==> src/rtl/rng_seq_pkg.sv <==
// Shared types, constants and helpers for the RNG run sequencer.
package rng_seq_pkg;

    localparam int BYTES_PER_WORD = 4;
    localparam int WORD_W         = 32;
    localparam int WORD_SHIFT     = $clog2(BYTES_PER_WORD);

    typedef enum logic [1:0] {
        ST_IDLE  = 2'd0,
        ST_RUN   = 2'd1,
        ST_DRAIN = 2'd2,
        ST_ABORT = 2'd3
    } seq_state_e;

    function automatic logic [5:0] popcount32(input logic [WORD_W-1:0] word);
        logic [5:0] n;
        n = '0;
        for (int i = 0; i < WORD_W; i++) begin
            n = n + 6'(word[i]);
        end
        return n;
    endfunction

endpackage

==> src/rtl/rng_run_sequencer_if.sv <==
// AXI-Stream output bundle of the RNG run sequencer.
interface rng_run_sequencer_if;

    logic [rng_seq_pkg::WORD_W-1:0] tdata;
    logic                           tlast;
    logic                           tvalid;
    logic                           tready;

    modport master (output tdata, tlast, tvalid, input tready);
    modport slave  (input tdata, tlast, tvalid, output tready);

endinterface

==> src/rtl/rng_word_fifo.sv <==
// Synchronous word FIFO with full/empty flags and a synchronous flush.
module rng_word_fifo #(
    parameter int DEPTH = 16,
    parameter int WIDTH = 32
) (
    input  logic             clk,
    input  logic             rst,
    input  logic             flush,
    input  logic             push,
    input  logic             pop,
    input  logic [WIDTH-1:0] wdata,
    output logic [WIDTH-1:0] rdata,
    output logic             full,
    output logic             empty
);

    localparam int AW = $clog2(DEPTH);

    logic [WIDTH-1:0] mem [DEPTH];
    logic [AW-1:0]    wr_ptr;
    logic [AW-1:0]    rd_ptr;
    logic [AW:0]      count;
    logic             do_push;
    logic             do_pop;

    assign full    = (count == (AW+1)'(DEPTH));
    assign empty   = (count == '0);
    assign do_pop  = pop && !empty;
    // A push into a full FIFO is accepted when a pop frees the slot in the same cycle.
    assign do_push = push && (!full || do_pop);
    assign rdata   = mem[rd_ptr];

    // NOTE: non-blocking assignments in clocked blocks so every register samples pre-edge values.
    always_ff @(posedge clk) begin
        if (rst || flush) begin
            wr_ptr <= '0;
            rd_ptr <= '0;
            count  <= '0;
        end else begin
            if (do_push) wr_ptr <= wr_ptr + AW'(1);
            if (do_pop)  rd_ptr <= rd_ptr + AW'(1);
            case ({do_push, do_pop})
                2'b10:   count <= count + (AW+1)'(1);
                2'b01:   count <= count - (AW+1)'(1);
                default: count <= count;
            endcase
        end
    end

    // NOTE: storage is not reset; pointers and count alone define which entries are valid.
    always_ff @(posedge clk) begin
        if (do_push && !flush) mem[wr_ptr] <= wdata;
    end

endmodule

==> src/rtl/rng_run_sequencer.sv <==
// Runs one entropy collection: sampler -> word FIFO -> AXIS packets, with status back to the registers.
// Optional macro RNG_ONES_EN enables the saturating ones-count statistic on RNG_STATS.
module rng_run_sequencer
    import rng_seq_pkg::*;
#(
    parameter int FIFO_DEPTH = 16,
    parameter int CNT_W      = 32
) (
    input  logic                      CLK,
    input  logic                      RST,
    input  logic                      RNG_GO,
    input  logic                      RNG_STOP,
    input  logic [CNT_W-1:0]          RNG_SEND_BYTES,
    input  logic [CNT_W-1:0]          RNG_DMA_BYTES,
    output logic                      RNG_RUN,
    output logic                      RNG_OVER,
    output logic [CNT_W-1:0]          RNG_SENT_BYTES,
    output logic [31:0]               RNG_STATS,
    output logic                      SRC_EN,
    input  logic [WORD_W-1:0]         SRC_DATA,
    input  logic                      SRC_VALID,
    rng_run_sequencer_if.master       AXIS_RNG
);

    localparam logic [1:0] S_IDLE  = ST_IDLE;
    localparam logic [1:0] S_RUN   = ST_RUN;
    localparam logic [1:0] S_DRAIN = ST_DRAIN;
    localparam logic [1:0] S_ABORT = ST_ABORT;

    logic [1:0]        state;
    logic [CNT_W-1:0]  send_w;
    logic [CNT_W-1:0]  pkt_w;
    logic [CNT_W-1:0]  acc_cnt;
    logic [CNT_W-1:0]  word_idx;
    logic [CNT_W-1:0]  beat_cnt;
    logic              out_valid;
    logic              out_last;
    logic [WORD_W-1:0] out_data;
    logic              over;
    logic [CNT_W-1:0]  sent;

    logic              fifo_push;
    logic              fifo_pop;
    logic              fifo_flush;
    logic              fifo_full;
    logic              fifo_empty;
    logic [WORD_W-1:0] fifo_rdata;

    logic              in_run;
    logic              active;
    logic              handshake;
    logic              go_start;
    logic              abort_req;
    logic              src_drop;
    logic              load_last;

    assign in_run    = (state == S_RUN);
    assign active    = in_run || (state == S_DRAIN);
    assign handshake = out_valid && AXIS_RNG.tready;
    // STOP wins over GO in the same idle cycle.
    assign go_start  = (state == S_IDLE) && RNG_GO && !RNG_STOP
                       && ((RNG_SEND_BYTES >> WORD_SHIFT) != '0);
    assign abort_req = active && RNG_STOP;

    assign fifo_flush = abort_req || (state == S_ABORT);
    assign fifo_pop   = !fifo_empty && (!out_valid || handshake) && !fifo_flush;
    assign fifo_push  = in_run && SRC_VALID && !abort_req && (!fifo_full || fifo_pop);
    assign src_drop   = in_run && SRC_VALID && !abort_req && fifo_full && !fifo_pop;

    // NOTE: default assignment first so always_comb cannot infer a latch.
    always_comb begin
        load_last = 1'b0;
        if (pkt_w != '0 && beat_cnt == pkt_w - CNT_W'(1)) load_last = 1'b1;
        if (word_idx == send_w - CNT_W'(1))               load_last = 1'b1;
    end

    rng_word_fifo #(
        .DEPTH (FIFO_DEPTH),
        .WIDTH (WORD_W)
    ) u_fifo (
        .clk   (CLK),
        .rst   (RST),
        .flush (fifo_flush),
        .push  (fifo_push),
        .pop   (fifo_pop),
        .wdata (SRC_DATA),
        .rdata (fifo_rdata),
        .full  (fifo_full),
        .empty (fifo_empty)
    );

    always_ff @(posedge CLK) begin
        if (RST) begin
            state   <= S_IDLE;
            send_w  <= '0;
            pkt_w   <= '0;
            acc_cnt <= '0;
        end else begin
            case (state)
                S_IDLE: begin
                    if (go_start) begin
                        state   <= S_RUN;
                        send_w  <= RNG_SEND_BYTES >> WORD_SHIFT;
                        pkt_w   <= RNG_DMA_BYTES >> WORD_SHIFT;
                        acc_cnt <= '0;
                    end
                end
                S_RUN: begin
                    if (RNG_STOP) begin
                        state <= S_ABORT;
                    end else if (fifo_push) begin
                        acc_cnt <= acc_cnt + CNT_W'(1);
                        if (acc_cnt + CNT_W'(1) == send_w) state <= S_DRAIN;
                    end
                end
                S_DRAIN: begin
                    if (RNG_STOP)                      state <= S_ABORT;
                    else if (fifo_empty && !out_valid) state <= S_IDLE;
                end
                S_ABORT: begin
                    if (!out_valid) state <= S_IDLE;
                end
                default: state <= S_IDLE;
            endcase
        end
    end

    // Single output register; last-flag is decided as each word is loaded.
    always_ff @(posedge CLK) begin
        if (RST) begin
            out_valid <= 1'b0;
            out_last  <= 1'b0;
            out_data  <= '0;
            word_idx  <= '0;
            beat_cnt  <= '0;
        end else begin
            if (go_start) begin
                word_idx <= '0;
                beat_cnt <= '0;
            end
            if (fifo_pop) begin
                out_valid <= 1'b1;
                out_data  <= fifo_rdata;
                out_last  <= load_last;
                word_idx  <= word_idx + CNT_W'(1);
                beat_cnt  <= load_last ? '0 : beat_cnt + CNT_W'(1);
            end else if (handshake) begin
                out_valid <= 1'b0;
            end else if (abort_req && out_valid) begin
                out_last  <= 1'b1;
            end
        end
    end

    always_ff @(posedge CLK) begin
        if (RST) begin
            over <= 1'b0;
            sent <= '0;
        end else if (go_start) begin
            over <= 1'b0;
            sent <= '0;
        end else begin
            if (src_drop)  over <= 1'b1;
            if (handshake) sent <= sent + CNT_W'(BYTES_PER_WORD);
        end
    end

`ifdef RNG_ONES_EN
    logic [31:0] stats;
    logic [32:0] stats_sum;

    assign stats_sum = {1'b0, stats} + 33'(popcount32(out_data));

    always_ff @(posedge CLK) begin
        if (RST || go_start) stats <= '0;
        else if (handshake)  stats <= stats_sum[32] ? '1 : stats_sum[31:0];
    end

    assign RNG_STATS = stats;
`else
    assign RNG_STATS = '0;
`endif

    assign RNG_RUN         = (state != S_IDLE);
    assign RNG_OVER        = over;
    assign RNG_SENT_BYTES  = sent;
    assign SRC_EN          = in_run;
    assign AXIS_RNG.tdata  = out_data;
    assign AXIS_RNG.tlast  = out_last;
    assign AXIS_RNG.tvalid = out_valid;

endmodule

==> src/flat_wrapper.sv <==
// flat-port wrapper written by rule: the top's interface ports become plain ports
module rng_run_sequencer_flat import rng_seq_pkg::*;
#(
    parameter int FIFO_DEPTH = 16,
    parameter int CNT_W      = 32
)
  (CLK, RST, RNG_GO, RNG_STOP, RNG_SEND_BYTES, RNG_DMA_BYTES, RNG_RUN, RNG_OVER, RNG_SENT_BYTES, RNG_STATS, SRC_EN, SRC_DATA, SRC_VALID, AXIS_RNG_tdata, AXIS_RNG_tlast, AXIS_RNG_tvalid, AXIS_RNG_tready);
  rng_run_sequencer_if AXIS_RNG_i ();
  input  logic CLK;
  input  logic RST;
  input  logic RNG_GO;
  input  logic RNG_STOP;
  input  logic [CNT_W-1:0] RNG_SEND_BYTES;
  input  logic [CNT_W-1:0] RNG_DMA_BYTES;
  output logic RNG_RUN;
  output logic RNG_OVER;
  output logic [CNT_W-1:0] RNG_SENT_BYTES;
  output logic [31:0] RNG_STATS;
  output logic SRC_EN;
  input  logic [WORD_W-1:0] SRC_DATA;
  input  logic SRC_VALID;
  output wire logic [$bits(AXIS_RNG_i.tdata)-1:0] AXIS_RNG_tdata;
  output wire logic [$bits(AXIS_RNG_i.tlast)-1:0] AXIS_RNG_tlast;
  output wire logic [$bits(AXIS_RNG_i.tvalid)-1:0] AXIS_RNG_tvalid;
  input wire logic [$bits(AXIS_RNG_i.tready)-1:0] AXIS_RNG_tready;
  assign AXIS_RNG_tdata = AXIS_RNG_i.tdata;
  assign AXIS_RNG_tlast = AXIS_RNG_i.tlast;
  assign AXIS_RNG_tvalid = AXIS_RNG_i.tvalid;
  assign AXIS_RNG_i.tready = AXIS_RNG_tready;
  rng_run_sequencer #(.FIFO_DEPTH(FIFO_DEPTH), .CNT_W(CNT_W)) u_core (.CLK(CLK), .RST(RST), .RNG_GO(RNG_GO), .RNG_STOP(RNG_STOP), .RNG_SEND_BYTES(RNG_SEND_BYTES), .RNG_DMA_BYTES(RNG_DMA_BYTES), .RNG_RUN(RNG_RUN), .RNG_OVER(RNG_OVER), .RNG_SENT_BYTES(RNG_SENT_BYTES), .RNG_STATS(RNG_STATS), .SRC_EN(SRC_EN), .SRC_DATA(SRC_DATA), .SRC_VALID(SRC_VALID), .AXIS_RNG(AXIS_RNG_i));
endmodule
==> config.mk <==
export PLATFORM = sky130hd
export DESIGN_NAME = rng_run_sequencer_flat
export DESIGN_NICKNAME = d
export VERILOG_FILES = /design/src/rtl/rng_seq_pkg.sv /design/src/rtl/rng_run_sequencer_if.sv /design/src/rtl/rng_word_fifo.sv /design/src/rtl/rng_run_sequencer.sv /design/src/flat_wrapper.sv
export SDC_FILE = /design/constraint.sdc
export NUM_CORES = 1
export LEC_CHECK = 0
export CORE_AREA = 5 5 504 257
export DETAILED_ROUTE_END_ITERATION = 16
export DIE_AREA = 0 0 509 262
export PLACE_DENSITY = 0.38
export RECOVER_POWER = 100
export SLEW_MARGIN = 20
export SYNTH_ARGS = -nofsm -noshare
export SYNTH_HDL_FRONTEND = slang
export SYNTH_HIERARCHICAL = 1
export SYNTH_SLANG_ARGS = --single-unit
==> constraint.sdc <==
create_clock -name CLK -period 8.6 [get_ports CLK]
set_input_delay 0.86 -clock CLK [delete_from_list [all_inputs] [get_ports CLK]]
set_output_delay 0.86 -clock CLK [all_outputs]
set_load 0.1 [all_outputs]
# Word-level counts from Yosys, hierarchy flattened
# Memory sizes are Yosys's and may differ from the RTL's. A register that Yosys moved wholly into a read port is not among the register bits.
# Cells that the tools add are included.
dict set report word_totals {
  ff_bits 206
  ramBits 512
  in_bits 102
  output_inout_bits 101
  wordCells 112
  memories 1
}
# name words width read_ports rd_clocked_by_memory_dff write_ports line_no
set mem_list {}
lappend mem_list {u_core.u_fifo.mem 16 32 1 1 1 rng_word_fifo.sv:19} ;# logic [WIDTH-1:0] mem [DEPTH];
dict set report op_classes {
  addsub 10
  eq_ne 17
  muxes 25
  n_reduce_logical 46
}
# op n
set op_table {}
lappend op_table {{2-to-1 mux 32 bit} 6}
lappend op_table {{adder 32 x 1 -> 32 bit, second input constant} 3}
lappend op_table {{== test 32 bit} 2}
lappend op_table {{one-hot mux 32 bit (2 select lines)} 1}
lappend op_table {{nonzero test 32 bit} 2}
lappend op_table {{subtractor 30 x 1 -> 31 bit, second input constant} 2}
lappend op_table {{adder 32 x 3 -> 32 bit, second input constant} 1}
lappend op_table {{== test 32 x 30 -> 1 bit} 1}
lappend op_table {{logical AND 1 bit} 18}
lappend op_table {{2-to-1 mux 2 bit} 7}
lappend op_table {{nonzero test 2 bit} 6}
lappend op_table {{one-hot mux 5 bit (2 select lines)} 1}
lappend op_table {{2-to-1 mux 1 bit} 9}
lappend op_table {{!= test 3 bit, second input constant} 3}
lappend op_table {{adder 4 x 1 -> 4 bit, second input constant} 2}
lappend op_table {{one-hot mux 2 bit (4 select lines)} 1}
lappend op_table {{zero test 1 bit} 7}
lappend op_table {{== test 2 bit, second input constant} 3}
lappend op_table {{logical OR 1 bit} 6}
lappend op_table {{!= test 2 bit, second input constant} 3}
lappend op_table {{adder 5 x 1 -> 5 bit, second input constant} 1}
lappend op_table {{== test 5 bit, second input constant} 1}
lappend op_table {{zero test 5 bit} 1}
lappend op_table {{AND reduction 5 bit} 1}
lappend op_table {{7 further kinds} 10}

# Logic depth before layout (Yosys ltp)
dict set report depth {
  word_depth 12
  mapped_depth 15
  depth_no_buf 14
}

# Hierarchy
# Netlist, hierarchy kept.
# mod n_inst cells_each area_each_um2 seq_area_each_um2
set modules_own_cells {}
lappend modules_own_cells {rng_word_fifo 1 913 20185.6 15715.1}
lappend modules_own_cells {rng_run_sequencer 1 1781 13264.0 4464.3}

# Worst setup path before layout
# Ideal clock, no wire load.
dict set report synth_timing {
  path_type {input to register}
  startpoint {in RNG_STOP}
  endpoint {mem u_core.u_fifo.mem[7][0], enable pin}
  setup_time_ns 0.392
  t_arrival_ns 3.515
  required_time_ns 8.208
  setup_slack_ns 4.693
  cell_stages 8
  n_path_buf 2
  cell_sequence {clkbuf_1 > a2111o_1 > inv_2 > buf_1 > nand2b_1 > o21ai_4 > nor2_1 > and3_1}
}
dict set report synth_via {
  elab_chain_cells 10
  elab_cells_between_ends 14
  cone_classes {mux (2); reduce/logical (12)}
}
# item line_no
set synth_rtl {}
lappend synth_rtl {{start: declaration} flat_wrapper.sv:12} ;# input logic RNG_STOP;
lappend synth_rtl {{logical AND 1 bit (*)} rng_run_sequencer.sv:63} ;# assign abort_req = active && RNG_STOP;
lappend synth_rtl {{logical OR 1 bit (*)} rng_run_sequencer.sv:65} ;# assign fifo_flush = abort_req || (state == S_ABORT);
lappend synth_rtl {{zero test 1 bit (*)} rng_run_sequencer.sv:66} ;# assign fifo_pop = !fifo_empty && (!out_valid || handshake) && !fifo_flush;
lappend synth_rtl {{logical AND 1 bit (*)} rng_run_sequencer.sv:66}
lappend synth_rtl {{net u_core.fifo_pop} rng_run_sequencer.sv:43} ;# logic fifo_pop;
lappend synth_rtl {{logical OR 1 bit or logical AND 1 bit (tied branches)} {rng_run_sequencer.sv:67, rng_word_fifo.sv:28}}
lappend synth_rtl {{logical AND 1 bit or logical OR 1 bit (tied branches)} {rng_run_sequencer.sv:67, rng_word_fifo.sv:30}}
lappend synth_rtl {{logical AND 1 bit (*)} rng_word_fifo.sv:30} ;# assign do_push = push && (!full || do_pop);
lappend synth_rtl {{logical AND 1 bit (*)} rng_word_fifo.sv:52} ;# if (do_push && !flush) mem[wr_ptr] <= wdata;
lappend synth_rtl {{2-to-1 mux 1 bit (*)} rng_word_fifo.sv:52}
lappend synth_rtl {{2-to-1 mux 1 bit (implied by the code) (*)} rng_word_fifo.sv:52}
lappend synth_rtl {{end: declaration} rng_word_fifo.sv:19}
# The timed path passes the listed nets; every way through them passes the cells marked *.

# Worst setup path after layout
dict set report layout_timing {
  startpoint {reg u_core.u_fifo.count[1]}
  endpoint {mem u_core.u_fifo.mem[10][0], enable pin}
}
dict set report layout_via {
  elab_chain_cells 10
  elab_cells_between_ends 14
  cone_classes {eq/ne (1); mux (2); reduce/logical (11)}
}
# item line_no
set layout_rtl {}
lappend layout_rtl {{start: declaration} rng_word_fifo.sv:22} ;# logic [AW:0] count;
lappend layout_rtl {{start signal: assignment} rng_word_fifo.sv:43} ;# 2'b10: count <= count + (AW+1)'(1);
lappend layout_rtl {{start signal: assignment} rng_word_fifo.sv:44} ;# 2'b01: count <= count - (AW+1)'(1);
lappend layout_rtl {{start signal: assignment} rng_word_fifo.sv:45} ;# default: count <= count;
lappend layout_rtl {{zero test 5 bit (*)} rng_word_fifo.sv:27} ;# assign empty = (count == '0);
lappend layout_rtl {{net u_core.fifo_empty} rng_run_sequencer.sv:46} ;# logic fifo_empty;
lappend layout_rtl {{zero test 1 bit (*)} {rng_word_fifo.sv:28, rng_run_sequencer.sv:66}}
lappend layout_rtl {{logical AND 1 bit (2 in a row)} rng_run_sequencer.sv:66}
lappend layout_rtl {{logical OR 1 bit or logical AND 1 bit (tied branches)} {rng_run_sequencer.sv:67, rng_word_fifo.sv:28}}
lappend layout_rtl {{logical AND 1 bit or logical OR 1 bit (tied branches)} {rng_run_sequencer.sv:67, rng_word_fifo.sv:30}}
lappend layout_rtl {{logical AND 1 bit (*)} rng_word_fifo.sv:30}
lappend layout_rtl {{logical AND 1 bit (*)} rng_word_fifo.sv:52}
lappend layout_rtl {{2-to-1 mux 1 bit (*)} rng_word_fifo.sv:52}
lappend layout_rtl {{2-to-1 mux 1 bit (implied by the code) (*)} rng_word_fifo.sv:52}
# Marked as above.

==> summary.md <==
| Metric | Value |
|---|---|
| CP endpoint kind | `flop` |
| Hold buffers post-CTS | `0` |
| Synth top area share | `46.0%` |
| DRT antenna net count | `0` |
| Crit path DAT | `6.50 ns` |
| Crit path to | `u_core/u_fifo/mem[10][0]` |
| DRT Pass-1 Iters | `5` |
| Fmax | `0.159 GHz` |
| Startpoint types | `flop` |
| DP HPWL | `61,700 µm` |
| Post-synth ARST share | `0%` |
| Worst path bufs/invs | `2` |
| EDFF count, synth | `512` |
| Relative slew slack | `-151%` |
| Antenna violations before repair | `8` |
| Post-CTS setup repair buffer count | `0` |
| Final Cycle Share | `73.3%` |
| Sequential share of the synthesized area | `60.3%` |
| Fraction of layout cells with a size suffix above 1 | `11.3%` |
| Die Height | `262 µm` |
| CP Depth | `9` |
| Failing checks | `max-capacitance violations, max-slew violations` |
| CP Cell Sequence | `or4_1 -> nor2_1 -> a2111o_2 -> inv_1 -> nand2b_1 -> o21ai_0 -> nor2_1 -> and3_2 -> clkbuf_1` |
| Post-CTS sizing | `0` |
| Unique cell type count in the Yosys netlist | `94` |
| DRT Wirelength | `98,200 µm` |
| # fillers | `12,500` |
| CP max FO | `32` |
| Min Tclk post-route | `6.30 ns` |
| Mapped cell area | `0.0334 mm²` |
| Via density | `4.86` |
| Vias in the first global route | `21,700` |
| Initial DRC Count | `1,725` |
| Worst-margin pin slew | `3.76 ns` |
| Row count | `92` |
| Synth area leaders | `edfxtp_1 (46%), dfxtp_1 (14%), mux4_2 (8.6%)` |
| Max VDD drop | `0.180 mV` |
| Number of max-cap violations | `22` |
| Area Growth Syn to Fin | `17.3%` |
| Root Buffer | `clkbuf_16` |
| Number of port buffers | `164` |
| Largest net degree at the start of global routing | `81` |
| Ports | `203` |
| Die width | `509 µm` |
| Via count | `22,200` |
| Post-layout nets | `2,929` |
| Fin area | `0.0392 mm²` |
| R2R depth | `9` |
| Yosys reg bits | `752` |
| DIE AREA | `0.133 mm²` |
| Worst path slowest cell | `clkbuf_1` |
| GRT Residual Overflow | `0` |
| H-tree depth | `3` |
| YS warnings | `6` |
| Worst Setup SP | `u_core/u_fifo/count[1]` |
| Reg2reg start | `u_core/u_fifo/count[1]` |
| Routability cong. | `0.795` |
| Hold/Removal Path Class | `flop to flop` |
| CTS Buf Count | `78` |
| DR WL/cell | `21.5 µm` |
| Final Max Slew Viols | `698` |
| Starting density of the core | `26.8%` |
| Worst Setup Path Type | `flop to flop` |
| R2r setup slk | `2.30 ns` |
| Pleak | `12.6 nW` |
| Syn Area/Cell | `12.4 µm²` |
| Largest area contributor in the netlist | `edfxtp_1` |
| Final Hold Fails | `0` |
| Synth cell count leaders | `edfxtp_1 (512), nand2_1 (344), dfxtp_1 (240)` |
| Cells after Synth | `2,694` |
| Crit path largest cell delay | `2.30 ns` |
| Reg-to-Reg End | `u_core/u_fifo/mem[10][0]` |
| Cell Area, Placed | `0.0367 mm²` |
| Primary FF master, synth | `edfxtp_1` |
| GR Util All Layers | `14.5%` |
| Setup violators final | `0` |
| Clock Sinks | `752` |
| Core region area | `0.125 mm²` |
| Drt drc | `0` |
| Top Family by Delay on Critical Path | `buffers and inverters` |
| Fin Clk Skew | `0.0406 ns` |
| Status | `complete, but fails checks` |
| Pwr Total | `10.4 mW` |
| Clock tree buffer depth | `3` |
| First-pass GRT wire length | `144,000 µm` |
| Unrepaired setup endpoints after global routing | `false` |
| CTS tree | `done` |
| CP dominant cell by count | `nor2_1` |
| Setup_tns | `0 ns` |
| Power per cell area | `264 mW/mm²` |
| Most instantiated library cell after synthesis | `edfxtp_1` |
| Clk_lat worst skew | `0.70 ns` |
| Worst Path Required | `8.80 ns` |
| Worst-path clk slew | `0.06 ns` |
## cells in the final DEF (no fill, tap or decap), types with 20 or more instances in the layout
master / count
a21oi_1: 158
a22oi_1: 69
a31oi_1: 22
and3_1: 42
clkbuf_1: 38
clkbuf_16: 78
clkdlybuf4s50_1: 63
conb_1: 34
dfxtp_1: 238
dlygate4sd3_1: 100
edfxtp_1: 512
inv_1: 39
mux4_2: 128
nand2_1: 344
nand3_1: 89
nand4_1: 37
nor2_1: 175
nor3_1: 56
nor4_1: 36
o21ai_0: 57
or3_1: 25
or4_1: 20
xnor2_1: 90
xor2_1: 56
## layout make-up
type | count | area (µm²) | share of cell area (%)
Sequential cell | 752 | 20200 | 51.4
Inverter | 39 | 146 | 0.373
Clock buffer | 99 | 2080 | 5.30
Multi-Input combinational cell | 1739 | 12300 | 31.4
Antenna cell | 5 | 12.5 | 0.0319
Timing Repair Buffer | 198 | 1820 | 4.63
Tap cell | 1692 | 2120 | 5.40
Clock inverter | 45 | 542 | 1.38
## metal layers
layer  share of wire [%]  track usage [%]  routed length (µm)  up-vias
met5               0.027                0                  27        -
met4                 1.7             2.97                1700        4
met3                 5.3             2.93                5230      123
met2                  42             21.1               41300      508
met1                  51             22.2               49900    11300
li1                    -                -                   -    10300
## worst reg2reg max path, delay by kind of cell (launching register included)
kind            cells  cell delay, ns
compound gates      2            0.82
simple gates        5            1.47
buf+inv             2            3.05
flops               1            0.42
## power breakdown
| group | total (mW) | switching [mW] | internal [mW] |
|---|---|---|---|
| logic | 2.70 | 1.95 | 0.750 |
| registers | 4.19 | 0.170 | 4.02 |
| clock network | 3.48 | 1.53 | 1.95 |
## worst min-delay path by stage
stage,startpoint,end,slack [ns],cells after the start
final,u_core/AXIS_RNG.tdata[28],u_core/AXIS_RNG.tdata[28],0.45,2
after global routing,u_core/AXIS_RNG.tdata[3],u_core/AXIS_RNG.tdata[3],0.47,2
after CTS,u_core/AXIS_RNG.tdata[2],u_core/AXIS_RNG.tdata[2],0.46,2
after detailed placement,u_core/AXIS_RNG.tdata[8],u_core/AXIS_RNG.tdata[8],0.45,2
after global placement,u_core/AXIS_RNG.tdata[10],u_core/AXIS_RNG.tdata[10],0.44,2
after floorplan,u_core/pkt_w[15],u_core/pkt_w[15],0.46,2
## through the flow
step,hold WS (ns),util (%),std cells,setup slack [ns]
global route,0.465,31.4,4567,1.85
CTS,0.458,31.5,4564,3.91
global placement,0.445,29.4,4420,3.52
finish,0.450,31.4,4569,2.30
floorplan,0.457,-,2727,4.69
detailed placement,0.449,29.4,4420,3.47
## cell families after synthesis
group | Yosys count | synth area share (%)
simple gates | 960 | 14.2
flops | 752 | 60.3
compound gates | 422 | 8.09
buf+inv | 236 | 3.24
mux | 158 | 9.56
xor+xnor | 146 | 3.82
fa+ha+maj | 19 | 0.733
other cells | 1 | 0.0112
## flip-flops by register name, summed over array words and instances (netlist names), 2 cells and up, named ones only
register               count
u_core/u_fifo/mem        512
u_core/u_fifo/rd_ptr       4
u_core/pkt_w              30
u_core/u_fifo/wr_ptr       4
u_core/RNG_SENT_BYTES     30
u_core/u_fifo/count        5
u_core/acc_cnt            32
u_core/word_idx           32
u_core/beat_cnt           32
u_core/send_w             30
u_core/state               2
u_core/AXIS_RNG.tdata     32
(Power assumes the default switching activity.)
